===== src/rtl/input_interface_buffered_if.sv =====
// Host write bus and memory write bus for input_interface_buffered.
// The host drives through modport master; the block implements modport slave.
interface input_interface_buffered_if #(
  parameter int INST_W  = 15,
  parameter int INST_AW = 8,
  parameter int DATA_W  = 128,
  parameter int DATA_AW = 8
);
  logic               in_we_inst_mem;
  logic [INST_W-1:0]  in_data_inst_mem;
  logic [INST_AW-1:0] in_address_inst_mem;
  logic               inst_ready;
  logic               out_we_inst_mem;
  logic [INST_W-1:0]  out_data_inst_mem;
  logic [INST_AW-1:0] out_address_inst_mem;

  logic               in_we_data_mem;
  logic [DATA_W-1:0]  in_data_data_mem;
  logic [DATA_AW-1:0] in_address_data_mem;
  logic               data_ready;
  logic               out_we_data_mem;
  logic [DATA_W-1:0]  out_data_data_mem;
  logic [DATA_AW-1:0] out_address_data_mem;

  modport master (
    output in_we_inst_mem, in_data_inst_mem, in_address_inst_mem,
    output in_we_data_mem, in_data_data_mem, in_address_data_mem,
    input  inst_ready, out_we_inst_mem, out_data_inst_mem, out_address_inst_mem,
    input  data_ready, out_we_data_mem, out_data_data_mem, out_address_data_mem
  );

  modport slave (
    input  in_we_inst_mem, in_data_inst_mem, in_address_inst_mem,
    input  in_we_data_mem, in_data_data_mem, in_address_data_mem,
    output inst_ready, out_we_inst_mem, out_data_inst_mem, out_address_inst_mem,
    output data_ready, out_we_data_mem, out_data_data_mem, out_address_data_mem
  );
endinterface


===== src/rtl/input_interface_buffered.sv =====
// GPU front-end input interface: buffered instruction/data memory writes plus a
// conversion/draw/clear sequencer. Define INPUT_IF_PERF_CNT_EN for draw/stall counters.
module input_interface_buffered #(
  parameter int INST_W     = 15,
  parameter int INST_AW    = 8,
  parameter int DATA_W     = 128,
  parameter int DATA_AW    = 8,
  parameter int FIFO_DEPTH = 4
) (
  input  logic clk,
  input  logic rst,
  input_interface_buffered_if.slave bus,
  input  logic enable_in,
  output logic enable_out,
  input  logic in_start_serial_parallel_conv,
  output logic out_start_serial_parallel_conv,
  input  logic in_finsh_serial_parallel_conv,
  input  logic in_start_writting,
  output logic out_start_trin_line,
  input  logic in_triangle_finsh,
  input  logic in_line_drawin_finsh,
  output logic out_draw_done,
  input  logic in_start_clear,
  output logic out_start_clear,
  output logic busy,
  output logic overflow
`ifdef INPUT_IF_PERF_CNT_EN
  ,
  output logic [15:0] draw_count,
  output logic [15:0] stall_cycles
`endif
);
  localparam int PW = $clog2(FIFO_DEPTH);
  localparam int CW = PW + 1;
  localparam int IEW = INST_AW + INST_W;
  localparam int DEW = DATA_AW + DATA_W;

  typedef enum logic [2:0] {
    S_IDLE, S_CONV, S_WAIT_CONV, S_DRAW, S_WAIT_DRAW, S_DONE, S_CLEAR
  } state_t;

  logic [IEW-1:0]     r_inst_fifo [FIFO_DEPTH];
  logic [PW-1:0]      r_inst_wptr, r_inst_rptr;
  logic [CW-1:0]      r_inst_cnt;
  logic               r_inst_we;
  logic [INST_W-1:0]  r_inst_data;
  logic [INST_AW-1:0] r_inst_addr;
  logic [DEW-1:0]     r_data_fifo [FIFO_DEPTH];
  logic [PW-1:0]      r_data_wptr, r_data_rptr;
  logic [CW-1:0]      r_data_cnt;
  logic               r_data_we;
  logic [DATA_W-1:0]  r_data_data;
  logic [DATA_AW-1:0] r_data_addr;
  logic               r_overflow, r_enable_out;
  state_t             r_state;
  logic               r_start_conv, r_start_draw, r_draw_done, r_start_clear;

  logic w_inst_full, w_inst_push, w_inst_pop;
  logic w_data_full, w_data_push, w_data_pop;

  // Full/empty are judged on registered counts only, so a same-cycle pop never frees a slot.
  assign w_inst_full = (r_inst_cnt == CW'(FIFO_DEPTH));
  assign w_inst_push = bus.in_we_inst_mem && !w_inst_full;
  assign w_inst_pop  = (r_inst_cnt != '0) && enable_in;
  assign w_data_full = (r_data_cnt == CW'(FIFO_DEPTH));
  assign w_data_push = bus.in_we_data_mem && !w_data_full;
  assign w_data_pop  = (r_data_cnt != '0) && enable_in;

  always_ff @(posedge clk) begin
    if (w_inst_push) r_inst_fifo[r_inst_wptr] <= {bus.in_address_inst_mem, bus.in_data_inst_mem};
    if (w_data_push) r_data_fifo[r_data_wptr] <= {bus.in_address_data_mem, bus.in_data_data_mem};
  end

  always_ff @(posedge clk) begin
    if (rst) begin
      r_inst_wptr <= '0; r_inst_rptr <= '0; r_inst_cnt <= '0;
      r_inst_we <= 1'b0; r_inst_data <= '0; r_inst_addr <= '0;
      r_data_wptr <= '0; r_data_rptr <= '0; r_data_cnt <= '0;
      r_data_we <= 1'b0; r_data_data <= '0; r_data_addr <= '0;
      r_overflow <= 1'b0; r_enable_out <= 1'b0;
    end else begin
      r_enable_out <= enable_in;
      if ((bus.in_we_inst_mem && w_inst_full) || (bus.in_we_data_mem && w_data_full))
        r_overflow <= 1'b1;
      if (w_inst_push) r_inst_wptr <= r_inst_wptr + 1'b1;
      if (w_inst_pop)  r_inst_rptr <= r_inst_rptr + 1'b1;
      if (w_inst_push && !w_inst_pop)      r_inst_cnt <= r_inst_cnt + 1'b1;
      else if (!w_inst_push && w_inst_pop) r_inst_cnt <= r_inst_cnt - 1'b1;
      r_inst_we <= w_inst_pop;
      if (w_inst_pop) {r_inst_addr, r_inst_data} <= r_inst_fifo[r_inst_rptr];
      if (w_data_push) r_data_wptr <= r_data_wptr + 1'b1;
      if (w_data_pop)  r_data_rptr <= r_data_rptr + 1'b1;
      if (w_data_push && !w_data_pop)      r_data_cnt <= r_data_cnt + 1'b1;
      else if (!w_data_push && w_data_pop) r_data_cnt <= r_data_cnt - 1'b1;
      r_data_we <= w_data_pop;
      if (w_data_pop) {r_data_addr, r_data_data} <= r_data_fifo[r_data_rptr];
    end
  end

  // Pulse outputs are set on entry to their state, so each is high exactly while in it.
  always_ff @(posedge clk) begin
    if (rst) begin
      r_state <= S_IDLE;
      r_start_conv <= 1'b0; r_start_draw <= 1'b0;
      r_draw_done <= 1'b0; r_start_clear <= 1'b0;
    end else begin
      r_start_conv <= 1'b0; r_start_draw <= 1'b0;
      r_draw_done <= 1'b0; r_start_clear <= 1'b0;
      case (r_state)
        S_IDLE:
          if (in_start_serial_parallel_conv) begin
            r_state <= S_CONV; r_start_conv <= 1'b1;
          end else if (in_start_clear) begin
            r_state <= S_CLEAR; r_start_clear <= 1'b1;
          end
        S_CONV: r_state <= S_WAIT_CONV;
        S_WAIT_CONV:
          if (in_finsh_serial_parallel_conv && in_start_writting) begin
            r_state <= S_DRAW; r_start_draw <= 1'b1;
          end
        S_DRAW: r_state <= S_WAIT_DRAW;
        S_WAIT_DRAW:
          if (in_triangle_finsh || in_line_drawin_finsh) begin
            r_state <= S_DONE; r_draw_done <= 1'b1;
          end
        S_DONE:  r_state <= S_IDLE;
        S_CLEAR: r_state <= S_IDLE;
        default: r_state <= S_IDLE;
      endcase
    end
  end

`ifdef INPUT_IF_PERF_CNT_EN
  logic [15:0] r_draw_count, r_stall_cycles;
  always_ff @(posedge clk) begin
    if (rst) begin
      r_draw_count <= '0; r_stall_cycles <= '0;
    end else begin
      if (r_state == S_DONE) r_draw_count <= r_draw_count + 1'b1;
      if (((r_inst_cnt != '0) || (r_data_cnt != '0)) && !enable_in && (r_stall_cycles != 16'hFFFF))
        r_stall_cycles <= r_stall_cycles + 1'b1;
    end
  end
  assign draw_count   = r_draw_count;
  assign stall_cycles = r_stall_cycles;
`endif

  assign bus.inst_ready           = !w_inst_full;
  assign bus.out_we_inst_mem      = r_inst_we;
  assign bus.out_data_inst_mem    = r_inst_data;
  assign bus.out_address_inst_mem = r_inst_addr;
  assign bus.data_ready           = !w_data_full;
  assign bus.out_we_data_mem      = r_data_we;
  assign bus.out_data_data_mem    = r_data_data;
  assign bus.out_address_data_mem = r_data_addr;
  assign enable_out               = r_enable_out;
  assign out_start_serial_parallel_conv = r_start_conv;
  assign out_start_trin_line      = r_start_draw;
  assign out_draw_done            = r_draw_done;
  assign out_start_clear          = r_start_clear;
  assign busy                     = (r_state != S_IDLE);
  assign overflow                 = r_overflow;
endmodule


===== src/flat_wrapper.sv =====
// flat-port wrapper written by rule: the top's interface ports become plain ports
module input_interface_buffered_flat 
#(
  parameter int INST_W     = 15,
  parameter int INST_AW    = 8,
  parameter int DATA_W     = 128,
  parameter int DATA_AW    = 8,
  parameter int FIFO_DEPTH = 4
)
  (clk, rst, enable_in, enable_out, in_start_serial_parallel_conv, out_start_serial_parallel_conv, in_finsh_serial_parallel_conv, in_start_writting, out_start_trin_line, in_triangle_finsh, in_line_drawin_finsh, out_draw_done, in_start_clear, out_start_clear, busy, overflow, bus_in_we_inst_mem, bus_in_data_inst_mem, bus_in_address_inst_mem, bus_in_we_data_mem, bus_in_data_data_mem, bus_in_address_data_mem, bus_inst_ready, bus_out_we_inst_mem, bus_out_data_inst_mem, bus_out_address_inst_mem, bus_data_ready, bus_out_we_data_mem, bus_out_data_data_mem, bus_out_address_data_mem);
  input_interface_buffered_if #(.INST_W(INST_W), .INST_AW(INST_AW), .DATA_W(DATA_W), .DATA_AW(DATA_AW)) bus_i ();
  input  logic clk;
  input  logic rst;
  input  logic enable_in;
  output logic enable_out;
  input  logic in_start_serial_parallel_conv;
  output logic out_start_serial_parallel_conv;
  input  logic in_finsh_serial_parallel_conv;
  input  logic in_start_writting;
  output logic out_start_trin_line;
  input  logic in_triangle_finsh;
  input  logic in_line_drawin_finsh;
  output logic out_draw_done;
  input  logic in_start_clear;
  output logic out_start_clear;
  output logic busy;
  output logic overflow;
  input wire logic [$bits(bus_i.in_we_inst_mem)-1:0] bus_in_we_inst_mem;
  input wire logic [$bits(bus_i.in_data_inst_mem)-1:0] bus_in_data_inst_mem;
  input wire logic [$bits(bus_i.in_address_inst_mem)-1:0] bus_in_address_inst_mem;
  input wire logic [$bits(bus_i.in_we_data_mem)-1:0] bus_in_we_data_mem;
  input wire logic [$bits(bus_i.in_data_data_mem)-1:0] bus_in_data_data_mem;
  input wire logic [$bits(bus_i.in_address_data_mem)-1:0] bus_in_address_data_mem;
  output wire logic [$bits(bus_i.inst_ready)-1:0] bus_inst_ready;
  output wire logic [$bits(bus_i.out_we_inst_mem)-1:0] bus_out_we_inst_mem;
  output wire logic [$bits(bus_i.out_data_inst_mem)-1:0] bus_out_data_inst_mem;
  output wire logic [$bits(bus_i.out_address_inst_mem)-1:0] bus_out_address_inst_mem;
  output wire logic [$bits(bus_i.data_ready)-1:0] bus_data_ready;
  output wire logic [$bits(bus_i.out_we_data_mem)-1:0] bus_out_we_data_mem;
  output wire logic [$bits(bus_i.out_data_data_mem)-1:0] bus_out_data_data_mem;
  output wire logic [$bits(bus_i.out_address_data_mem)-1:0] bus_out_address_data_mem;
  assign bus_i.in_we_inst_mem = bus_in_we_inst_mem;
  assign bus_i.in_data_inst_mem = bus_in_data_inst_mem;
  assign bus_i.in_address_inst_mem = bus_in_address_inst_mem;
  assign bus_i.in_we_data_mem = bus_in_we_data_mem;
  assign bus_i.in_data_data_mem = bus_in_data_data_mem;
  assign bus_i.in_address_data_mem = bus_in_address_data_mem;
  assign bus_inst_ready = bus_i.inst_ready;
  assign bus_out_we_inst_mem = bus_i.out_we_inst_mem;
  assign bus_out_data_inst_mem = bus_i.out_data_inst_mem;
  assign bus_out_address_inst_mem = bus_i.out_address_inst_mem;
  assign bus_data_ready = bus_i.data_ready;
  assign bus_out_we_data_mem = bus_i.out_we_data_mem;
  assign bus_out_data_data_mem = bus_i.out_data_data_mem;
  assign bus_out_address_data_mem = bus_i.out_address_data_mem;
  input_interface_buffered #(.INST_W(INST_W), .INST_AW(INST_AW), .DATA_W(DATA_W), .DATA_AW(DATA_AW), .FIFO_DEPTH(FIFO_DEPTH)) u_core (.clk(clk), .rst(rst), .bus(bus_i), .enable_in(enable_in), .enable_out(enable_out), .in_start_serial_parallel_conv(in_start_serial_parallel_conv), .out_start_serial_parallel_conv(out_start_serial_parallel_conv), .in_finsh_serial_parallel_conv(in_finsh_serial_parallel_conv), .in_start_writting(in_start_writting), .out_start_trin_line(out_start_trin_line), .in_triangle_finsh(in_triangle_finsh), .in_line_drawin_finsh(in_line_drawin_finsh), .out_draw_done(out_draw_done), .in_start_clear(in_start_clear), .out_start_clear(out_start_clear), .busy(busy), .overflow(overflow));
endmodule

===== config.mk =====
export PLATFORM = sky130hd
export DESIGN_NAME = input_interface_buffered_flat
export DESIGN_NICKNAME = d
export VERILOG_FILES = /design/src/rtl/input_interface_buffered_if.sv /design/src/rtl/input_interface_buffered.sv /design/src/flat_wrapper.sv
export SDC_FILE = /design/constraint.sdc
export NUM_CORES = 1
export LEC_CHECK = 0
export CAP_MARGIN = 10
export CORE_ASPECT_RATIO = 0.6
export CORE_MARGIN = 1.5
export CORE_UTILIZATION = 55
export DETAILED_ROUTE_END_ITERATION = 8
export PLACE_DENSITY = 0.79
export SLEW_MARGIN = 25
export SYNTH_ARGS = -nofsm -noshare
export SYNTH_HDL_FRONTEND = slang
export SYNTH_SLANG_ARGS = --single-unit
export TNS_END_PERCENT = 30

===== constraint.sdc =====
create_clock -name clk -period 9.7 [get_ports clk]
set_input_delay 1.94 -clock clk [delete_from_list [all_inputs] [get_ports clk]]
set_output_delay 1.94 -clock clk [all_outputs]
set_load 0.03 [all_outputs]

==> impl_metrics.ini, run 1 <==
[clock_network]
root_buffer = clkbuf_16
post_cts_buffers = 0
cts_buffer_depth = 3
cts_sinks = 820
cts_hold_buffers = 0
post_cts_resized = 0
cts_buffers = 72
cts.clk_slew.worst_paths_ps = 60
htree_levels = 3
cts_tree = built
clock_latency_ps = 600

[place]
place_ws_ps = 4410
dpl_cell_area_um2 = 32970
portBuffers = 339
hpwl_um = 35140
gp_congestion = 0.7713

[critical_path]
timing.rr.start = u_core.r_data_cnt[0]
cp_max_fo = 74
cp-end-kind = flop
max_stage_delay_ps = 1060
critical_path_required_ps = 10220
worst_r2r_endpoint = u_core.r_data_fifo[2][67]
worst_path_max_delay_cell = and2b_4
crit_start = rst
critPathCapture = u_core.bus.out_data_data_mem[75]
reg2regPathDepth = 4
ff2ff_setup_slack_ps = 6850
crit_chain = clkdlybuf4s50_1 -> and2b_4 -> buf_4 -> a22o_1
critical_path_class = primary input to flop
setup.worst_path.start_class = primary input
critPathArrivalTime_ps = 5180

[power_and_ir_drop]
leakage_nw = 11.55
power_density_nw_per_um2 = 271.4
finalPower_mw = 9.569
ir_drop_uv = 173.4

[grt]
grt_use_total = 0.2243
grt_pass1_vias = 14879
grt_pass1_wl_um = 91090
antenna_found_initial = 5
grt-ovfl-total = 0
grt_start_max_net_pins = 83

[detailed_routing]
wirelength_um = 59830
drc = 0
vias = 14202
ant_nets = 0
firstDrtPassIters = 5
drt-initial-drc-count = 1051
vias_per_cell = 5.825
wl_per_cell_um = 24.54

[run_status]
outcome = completed

[timing]
rsz0062_at_grt = false
max_slew_margin = 0.2815
post-route-period-util = 0.4802
hold_viol_final = 0
fin_worst_skew_ps = 20.95
setup_ws_ps = 5042
period_needed_ps = 4658
maxSlewViolCount = 0
hold_ws_ps = 477.6
fmax_ghz = 0.2147
setup_tns_ps = 0
tightest_slew_ps = 1078
setup-violations-final = 0

[floorplan]
die_x_um = 299.1
io_pins = 340
num_rows = 64
start_util = 0.5620
dieArea_um2 = 54040
die_h_um = 180.7
fp.coreArea_um2 = 51490

[synth]
synth_area_per_cell_um2 = 21.94
syn_area_um2 = 28940
yosysWarnings = 0
synth_ff_type = edfxtp_1
synth_seq_cells = 820
synth_cells = 1319
async_flop_share = 0
syn-num-nets = 1501
yosysSeqAreaShare = 0.7873
synth_enable_flop_cells = 636
synth_cell_types = 37

[final_layout]
area_growth_syn_to_layout_pct = 21.86
seqCellArea_um2 = 22790
multi_input_area_um2 = 5698
mostFrequentLayoutCell = edfxtp_1
final_cell_mix = edfxtp_1 (636), clkdlybuf4s50_1 (339), dfxtp_1 (182)
fillCellCount = 3166
layout-drive-gt1-share = 0.1716
fin_area_um2 = 35260
nets = 1864

[flow_run]
maxCapViolCount = 0

[min_path]
hold_class = flop to flop
registers in the layout (all words and copies together) (netlist names):
name,count
u_core.r_inst_fifo,92
u_core.r_data_wptr,2
u_core.bus.out_address_data_mem,8
u_core.bus.out_address_inst_mem,8
u_core.r_inst_wptr,2
u_core.r_inst_rptr,2
u_core.r_inst_cnt,3
u_core.bus.out_data_inst_mem,15
u_core.out_draw_done,1
u_core.r_state,3
u_core.out_start_serial_parallel_conv,1
u_core.enable_out,1
u_core.bus.out_we_inst_mem,1
u_core.bus.out_data_data_mem,128
u_core.out_start_trin_line,1
u_core.out_start_clear,1
u_core.r_data_cnt,3
u_core.r_data_rptr,2
u_core.bus.out_we_data_mem,1
u_core.r_data_fifo,544
u_core.overflow,1
per-layer routing:
layer  vias up  wire [um]  track usage  part of all wire
met1      7401      24660       0.3078              0.41
met5         -         12            0           0.00020
li1       6218          -            -                 -
met3        79       3691      0.04183             0.062
met4         2       1041      0.05374             0.017
met2       502      30420       0.3767              0.51
cells by family (layout without fill, tap and decap cells):
family,after synthesis,in the layout,share of synthesized area
DFF,820,820,0.7873
muxes,161,161,0.1244
other,0,3,0
xor gates and xnor gates,8,8,0.002421
AOI/OAI and AO/OA,184,184,0.05431
adders and majority gates,12,12,0.005707
buffers and inverters,85,508,0.01686
and+or+nand+nor,49,49,0.008994
metrics by stage:
step,cells,util
after CTS,2435,0.6846
after global routing,2438,0.6849
final,2438,0.6849
after floorplan,1319,-
after detailed placement,2301,0.6403
after global placement,2301,0.6403
cells in the mapped netlist, drive strengths merged, types with 2 or more instances:
cell type  number  share of area
o311ai          2        0.00061
and3            8         0.0017
a22o          159          0.048
inv            11         0.0014
nor2b           3        0.00065
nor2           16         0.0021
a2111oi         2        0.00061
o31ai           2         0.0012
nand2           2        0.00026
a21oi           7         0.0012
nor3b           4         0.0010
clkbuf         26         0.0034
mux2i           2        0.00069
mux4          159           0.12
nand2b          2        0.00043
nand3           4        0.00069
or3             3        0.00065
edfxtp        636           0.66
buf            48          0.012
dfxtp         184           0.13
ha             10         0.0043
xor2            8         0.0024
fa              2         0.0014
nor3            4        0.00069
o21ai           7         0.0012
a211oi          2        0.00052
worst max-delay path: cells and delay by family:
| family | cells | cell delay (ps) |
|---|---|---|
| AOI/OAI and AO/OA | 1 | 280 |
| buffers and inverters | 2 | 1770 |
| and+or+nand+nor | 1 | 1060 |
final cells by class:
cell class                 count  share of cell area
clock buffer                 106             0.05759
multi-input combinational    414              0.1616
tap                          693             0.02459
timing repair buffer         363              0.1015
clock inverter                28            0.007061
antenna                        3           0.0002129
inverter                      11            0.001171
sequential                   820              0.6463
where the power goes:
| part | switching (mW) | internal [mW] | total [mW] | leakage, nW |
|---|---|---|---|---|
| logic | 1.22 | 1.08 | 2.30 | 3.10 |
| clock network | 1.24 | 1.53 | 2.76 | 1.12 |
| registers | 0.235 | 4.27 | 4.51 | 7.34 |
worst min-delay path by stage:
stage	slack, ps	cells past startpoint	start	end
floorplan	470	2	u_core.r_state[2]	u_core.out_draw_done
global route	490	1	u_core.bus.out_data_data_mem[10]	u_core.bus.out_data_data_mem[10]
finish	480	1	u_core.bus.out_data_data_mem[56]	u_core.bus.out_data_data_mem[56]
CTS	480	1	u_core.bus.out_data_data_mem[10]	u_core.bus.out_data_data_mem[10]
detailed placement	460	1	u_core.bus.out_data_data_mem[124]	u_core.bus.out_data_data_mem[124]
global placement	460	1	u_core.bus.out_data_data_mem[48]	u_core.bus.out_data_data_mem[48]
(Power assumes the default switching activity.)
==> run 2, diff against run 1 <==
--- a/config.mk
+++ b/config.mk
@@ -8,9 +8,9 @@
 export CAP_MARGIN = 10
 export CORE_ASPECT_RATIO = 0.6
 export CORE_MARGIN = 1.5
-export CORE_UTILIZATION = 55
+export CORE_UTILIZATION = 50
 export DETAILED_ROUTE_END_ITERATION = 8
-export PLACE_DENSITY = 0.79
+export PLACE_DENSITY = 0.75
 export SLEW_MARGIN = 25
 export SYNTH_ARGS = -nofsm -noshare
 export SYNTH_HDL_FRONTEND = slang
==> constraint.sdc (replaced) <==
create_clock -name clk -period 3.9 [get_ports clk]
set_input_delay 0.78 -clock clk [delete_from_list [all_inputs] [get_ports clk]]
set_output_delay 0.78 -clock clk [all_outputs]
set_load 0.03 [all_outputs]
==> run 2 against run 1 <==
  * Count of clock-buffer cells in the layout is 3 lower
  * First-iteration DRC count is 12% higher
  * Wire length is 1.6% lower
  * Sequential share of layout area is 0.61 points lower
  * Clock skew is 5.1 ps lower
  * Clock power is 150% higher
  * Die area is 9.9% higher
  * Critical path type is now flop to primary output
  * Largest power group unchanged
==> impl_metrics.ini, run 2 (synthesized netlist as in run 1, its figures left out) <==
[place]
gp_congestion = 0.7745
hpwl_um = 34520
portBuffers = 339
dpl_cell_area_um2 = 33300
place_ws_ps = 889.6

[final_layout]
mostFrequentLayoutCell = edfxtp_1
largest-register = u_core.r_data_fifo
seqCellArea_um2 = 22790
layout-drive-gt1-share = 0.1732
fin_area_um2 = 35600
final_cell_mix = edfxtp_1 (636), clkdlybuf4s50_1 (339), dfxtp_1 (181)
nets = 1872
fillCellCount = 3930
multi_input_area_um2 = 5698
area_growth_syn_to_layout_pct = 23.04
final_core_util = 0.6209
largest_register_ffs = 544

[critical_path]
crit_chain = nor3b_1 -> inv_1 -> clkdlybuf4s50_1
setup.worst_path.start_class = flop
cp_top_family = buffers and inverters
max_stage_delay_ps = 680
cp_max_fo = 7
cp-end-kind = primary output
worst_path_max_delay_cell = clkdlybuf4s50_1
critPathArrivalTime_ps = 2500
critical_path_class = flop to primary output
cp.buffers_inverters = 2
ff2ff_setup_slack_ps = 1640
critical_path_required_ps = 3120

[clock_network]
root_buffer = clkbuf_16
cts_buffers = 72
cts_buffer_depth = 3
cts_hold_buffers = 0
post_cts_buffers = 0
cts_sinks = 820
cts_tree = built
post_cts_resized = 0
clock_latency_ps = 600
htree_levels = 3
cts.clk_slew.worst_paths_ps = 60

[grt]
grt-ovfl-total = 0
antenna_found_initial = 10
grt_pass1_vias = 14331
grt_pass1_wl_um = 88590
grt_use_total = 0.1994
grt_start_max_net_pins = 138

[detailed_routing]
vias_per_cell = 5.586
drc = 0
ant_nets = 0
wirelength_um = 58870
vias = 14105
wl_per_cell_um = 23.31
firstDrtPassIters = 4
drt-initial-drc-count = 1175

[timing]
fmax_ghz = 0.3053
setup-violations-final = 0
period_needed_ps = 3276
tightest_slew_ps = 804.1
setup_ws_ps = 624.3
max_slew_margin = 0.4639
setup_tns_ps = 0
fin_worst_skew_ps = 15.82
post-route-period-util = 0.8399
maxSlewViolCount = 0
hold_viol_final = 0
rsz0062_at_grt = false

[power_and_ir_drop]
power_density_nw_per_um2 = 670.9
ir_drop_uv = 412.5
leakage_nw = 11.62
finalPower_mw = 23.89

[floorplan]
io_pins = 340
fp.coreArea_um2 = 57350
num_rows = 68
die_h_um = 189.3
die_x_um = 313.6
dieArea_um2 = 59370
start_util = 0.5046

[flow_run]
maxCapViolCount = 0

[min_path]
hold_class = flop to flop

[run_status]
outcome = completed
run 2: cell count changes in the layout (fill, tap and decap cells not counted), sizes merged:
cell / before / now
clkinv: 19 / 20
diode: 3 / 6
clkinvlp: 2 / 5
buf: 24 / 32
bufinv: 2 / 3
clkbuf: 106 / 103
inv: 16 / 13
run 2: final cells by class:
type	count	share of cell area
Multi-Input combinational cell	414	0.1600
Clock buffer	103	0.05647
Antenna cell	6	0.0004217
Sequential cell	820	0.6401
Clock inverter	30	0.007766
Timing Repair Buffer	371	0.1070
Tap cell	770	0.02706
Inverter	11	0.001160
run 2: power breakdown:
| part | switching [mW] | internal [mW] |
|---|---|---|
| logic | 3.00 | 2.76 |
| clock network | 3.04 | 3.83 |
| registers | 0.627 | 10.6 |
| total | 6.67 | 17.2 |
run 2: per-layer routing:
layer	vias to the layer above	GRT usage	part of all wire
met5	-	0	0.00083
met3	90	0.04633	0.067
li1	6256	-	-
met1	7322	0.2917	0.44
met2	429	0.3029	0.47
met4	8	0.05630	0.019
run 2: worst paths after layout:
path / cells past startpoint / to / start
worst max register to register: 4 / u_core.r_data_fifo[1][31] / u_core.r_data_cnt[2]
worst min register to register: 1 / u_core.bus.out_data_data_mem[46] / u_core.bus.out_data_data_mem[46]
worst max-delay path: 3 / bus_data_ready / u_core.r_data_cnt[2]
worst min-delay path: 1 / u_core.bus.out_data_data_mem[46] / u_core.bus.out_data_data_mem[46]
run 2: per-stage QoR:
stage               hold WS, ps  std cells
floorplan                 465.8       1319
global placement          460.2       2386
detailed placement        463.3       2386
CTS                       481.0       2519
global route              494.2       2524
finish                    475.8       2525
==> run 3, diff against run 2 <==
==> constraint.sdc (replaced) <==
create_clock -name clk -period 2.96 [get_ports clk]
set_input_delay 0.592 -clock clk [delete_from_list [all_inputs] [get_ports clk]]
set_output_delay 0.592 -clock clk [all_outputs]
set_load 0.03 [all_outputs]
==> run 3 against run 2 <==
  * Global-route usage increased by 0.22 points
  * Clock skew increased by 3.4 ps
  * Power increased by 34%
  * Sequential share of layout area decreased by 0.52 points
  * Combinational power increased by 36%
  * Via count increased by 1.2%
  * Wire length increased by 2.0%
  * Final area increased by 0.82%
  * Critical path type unchanged
  * Largest cell class unchanged
  * Highest routed layer unchanged
==> impl_metrics.ini, run 3 (synthesized netlist as in run 1, its figures left out) <==
[clock_network]
post_cts_buffers = 0
cts_hold_buffers = 0
cts_sinks = 820
clock_latency_ps = 620
cts_buffer_depth = 3
htree_levels = 3
root_buffer = clkbuf_16
cts_buffers = 73
cts_tree = built
cts.clk_slew.worst_paths_ps = 60

[detailed_routing]
vias = 14276
wl_per_cell_um = 23.73
drt-initial-drc-count = 1260
wirelength_um = 60050
drc = 0
vias_per_cell = 5.640
firstDrtPassIters = 5
ant_nets = 0

[grt]
grt_pass1_wl_um = 89420
grt_start_max_net_pins = 75
grt_pass1_vias = 14390
grt-ovfl-total = 0
antenna_found_initial = 6
grt_use_total = 0.2016

[critical_path]
reg2regPathDepth = 7
critical_path_class = flop to primary output
setup.worst_path.start_class = flop
ff2ff_setup_slack_ps = 830
cp_max_fo = 7
worst_path_max_delay_cell = clkdlybuf4s50_1
timing.rr.start = u_core.r_inst_cnt[0]
critPathArrivalTime_ps = 2210
worst_r2r_endpoint = u_core.r_inst_cnt[2]
crit_chain = nor3b_2 -> inv_1 -> clkdlybuf4s50_1
cp-end-kind = primary output
max_stage_delay_ps = 640
critical_path_required_ps = 2370

[power_and_ir_drop]
finalPower_mw = 31.89
leakage_nw = 11.77
ir_drop_uv = 563.4
power_density_nw_per_um2 = 888.6

[flow_run]
maxCapViolCount = 0

[place]
portBuffers = 339
gp_congestion = 0.7665
hpwl_um = 36150
place_ws_ps = 199.7

[final_layout]
final_core_util = 0.6259
mostFrequentLayoutCell = edfxtp_1
layout-drive-gt1-share = 0.1815
largest_register_ffs = 544
nets = 1883
largest-register = u_core.r_data_fifo
area_growth_syn_to_layout_pct = 24.04
final_cell_mix = edfxtp_1 (636), clkdlybuf4s50_1 (339), dfxtp_1 (182)

[timing]
fin_worst_skew_ps = 19.18
hold_viol_final = 0
tightest_slew_ps = 534.7
post-route-period-util = 0.9476
rsz0062_at_grt = false
max_slew_margin = 0.6390
period_needed_ps = 2805
setup-violations-final = 0
setup_ws_ps = 155.2
fmax_ghz = 0.3565
maxSlewViolCount = 0
hold_ws_ps = 475.4

[floorplan]
io_pins = 340
dieArea_um2 = 59370
num_rows = 68
start_util = 0.5046
die_x_um = 313.6
die_h_um = 189.3
fp.coreArea_um2 = 57350

[run_status]
outcome = completed

[min_path]
whs_path_depth = 1
hold_class = flop to flop
worstHoldEndpoint = u_core.bus.out_data_data_mem[66]
min_from = u_core.bus.out_data_data_mem[66]
-- run 3: cell types whose count changed in the layout (fill, tap and decap cells not counted), moves of 3 or more --
cell / delta
diode_2: -3
clkbuf_16: +3
clkbuf_8: +5
clkinv_8: -3
buf_12: +12
clkbuf_1: -4
-- run 3: metrics by stage --
step / instance area (um^2) / std cells / setup TNS [ps]
2_1_floorplan: 28940 / 1319 / -70320
3_3_place_gp: 33530 / 2396 / 0
3_5_place_dp: 33530 / 2396 / 0
4_1_cts: 35890 / 2528 / 0
5_1_grt: 35890 / 2529 / 0
6_report: 35890 / 2531 / 0
-- run 3: per-layer routing --
layer  vias to the layer above  global-route usage  routed length (um)
li1                       6275                   -                   -
met1                      7473              0.2905               26390
met2                       435              0.3115               28700
met3                        87             0.04655                3631
met4                         6             0.05667                1294
met5                         -                   0                  44
-- run 3: how the worst max path moves through the flow --
stage / from / endpoint / slack, ps / depth (start not counted)
after global routing: u_core.r_data_cnt[2] / bus_data_ready / 30 / 3
after floorplan: u_core.r_data_cnt[0] / u_core.r_data_fifo[0][0] / -130 / 3
after global placement: bus_in_we_inst_mem / u_core.r_inst_cnt[2] / 250 / 9
final: u_core.r_data_cnt[2] / bus_data_ready / 160 / 3
after detailed placement: bus_in_we_inst_mem / u_core.r_inst_cnt[2] / 200 / 9
after CTS: u_core.r_data_cnt[2] / bus_data_ready / 100 / 3
-- run 3: area by class of cell --
class,count,area (um^2)
Timing Repair Buffer,381,4034
Multi-Input combinational cell,414,5708
Antenna cell,3,7.507
Sequential cell,820,22790
Clock buffer,107,2140
Inverter,11,41.29
Tap cell,770,963.4
Clock inverter,25,211.5
Fill cell,3862,21450
-- run 3: worst max-delay path, delay by kind of cell (launching register included) --
| family | cells | cell delay [ps] |
|---|---|---|
| buf+inv | 2 | 840 |
| flops | 1 | 440 |
| simple gates | 1 | 340 |
-- run 3: timing repair --
action                     in CTS  in global routing
setup endpoints to repair       2                  0
hold endpoints to repair        0                  0
gates resized for setup         2                  0
-- run 3: report_power, final --
| group | total [mW] | switching (mW) | leakage, nW | internal (mW) |
|---|---|---|---|---|
| clock network | 9.30 | 4.01 | 1.15 | 5.29 |
| registers | 14.7 | 0.747 | 7.34 | 14.0 |
| logic | 7.85 | 4.08 | 3.28 | 3.77 |
| total | 31.9 | 8.83 | 11.8 | 23.1 |
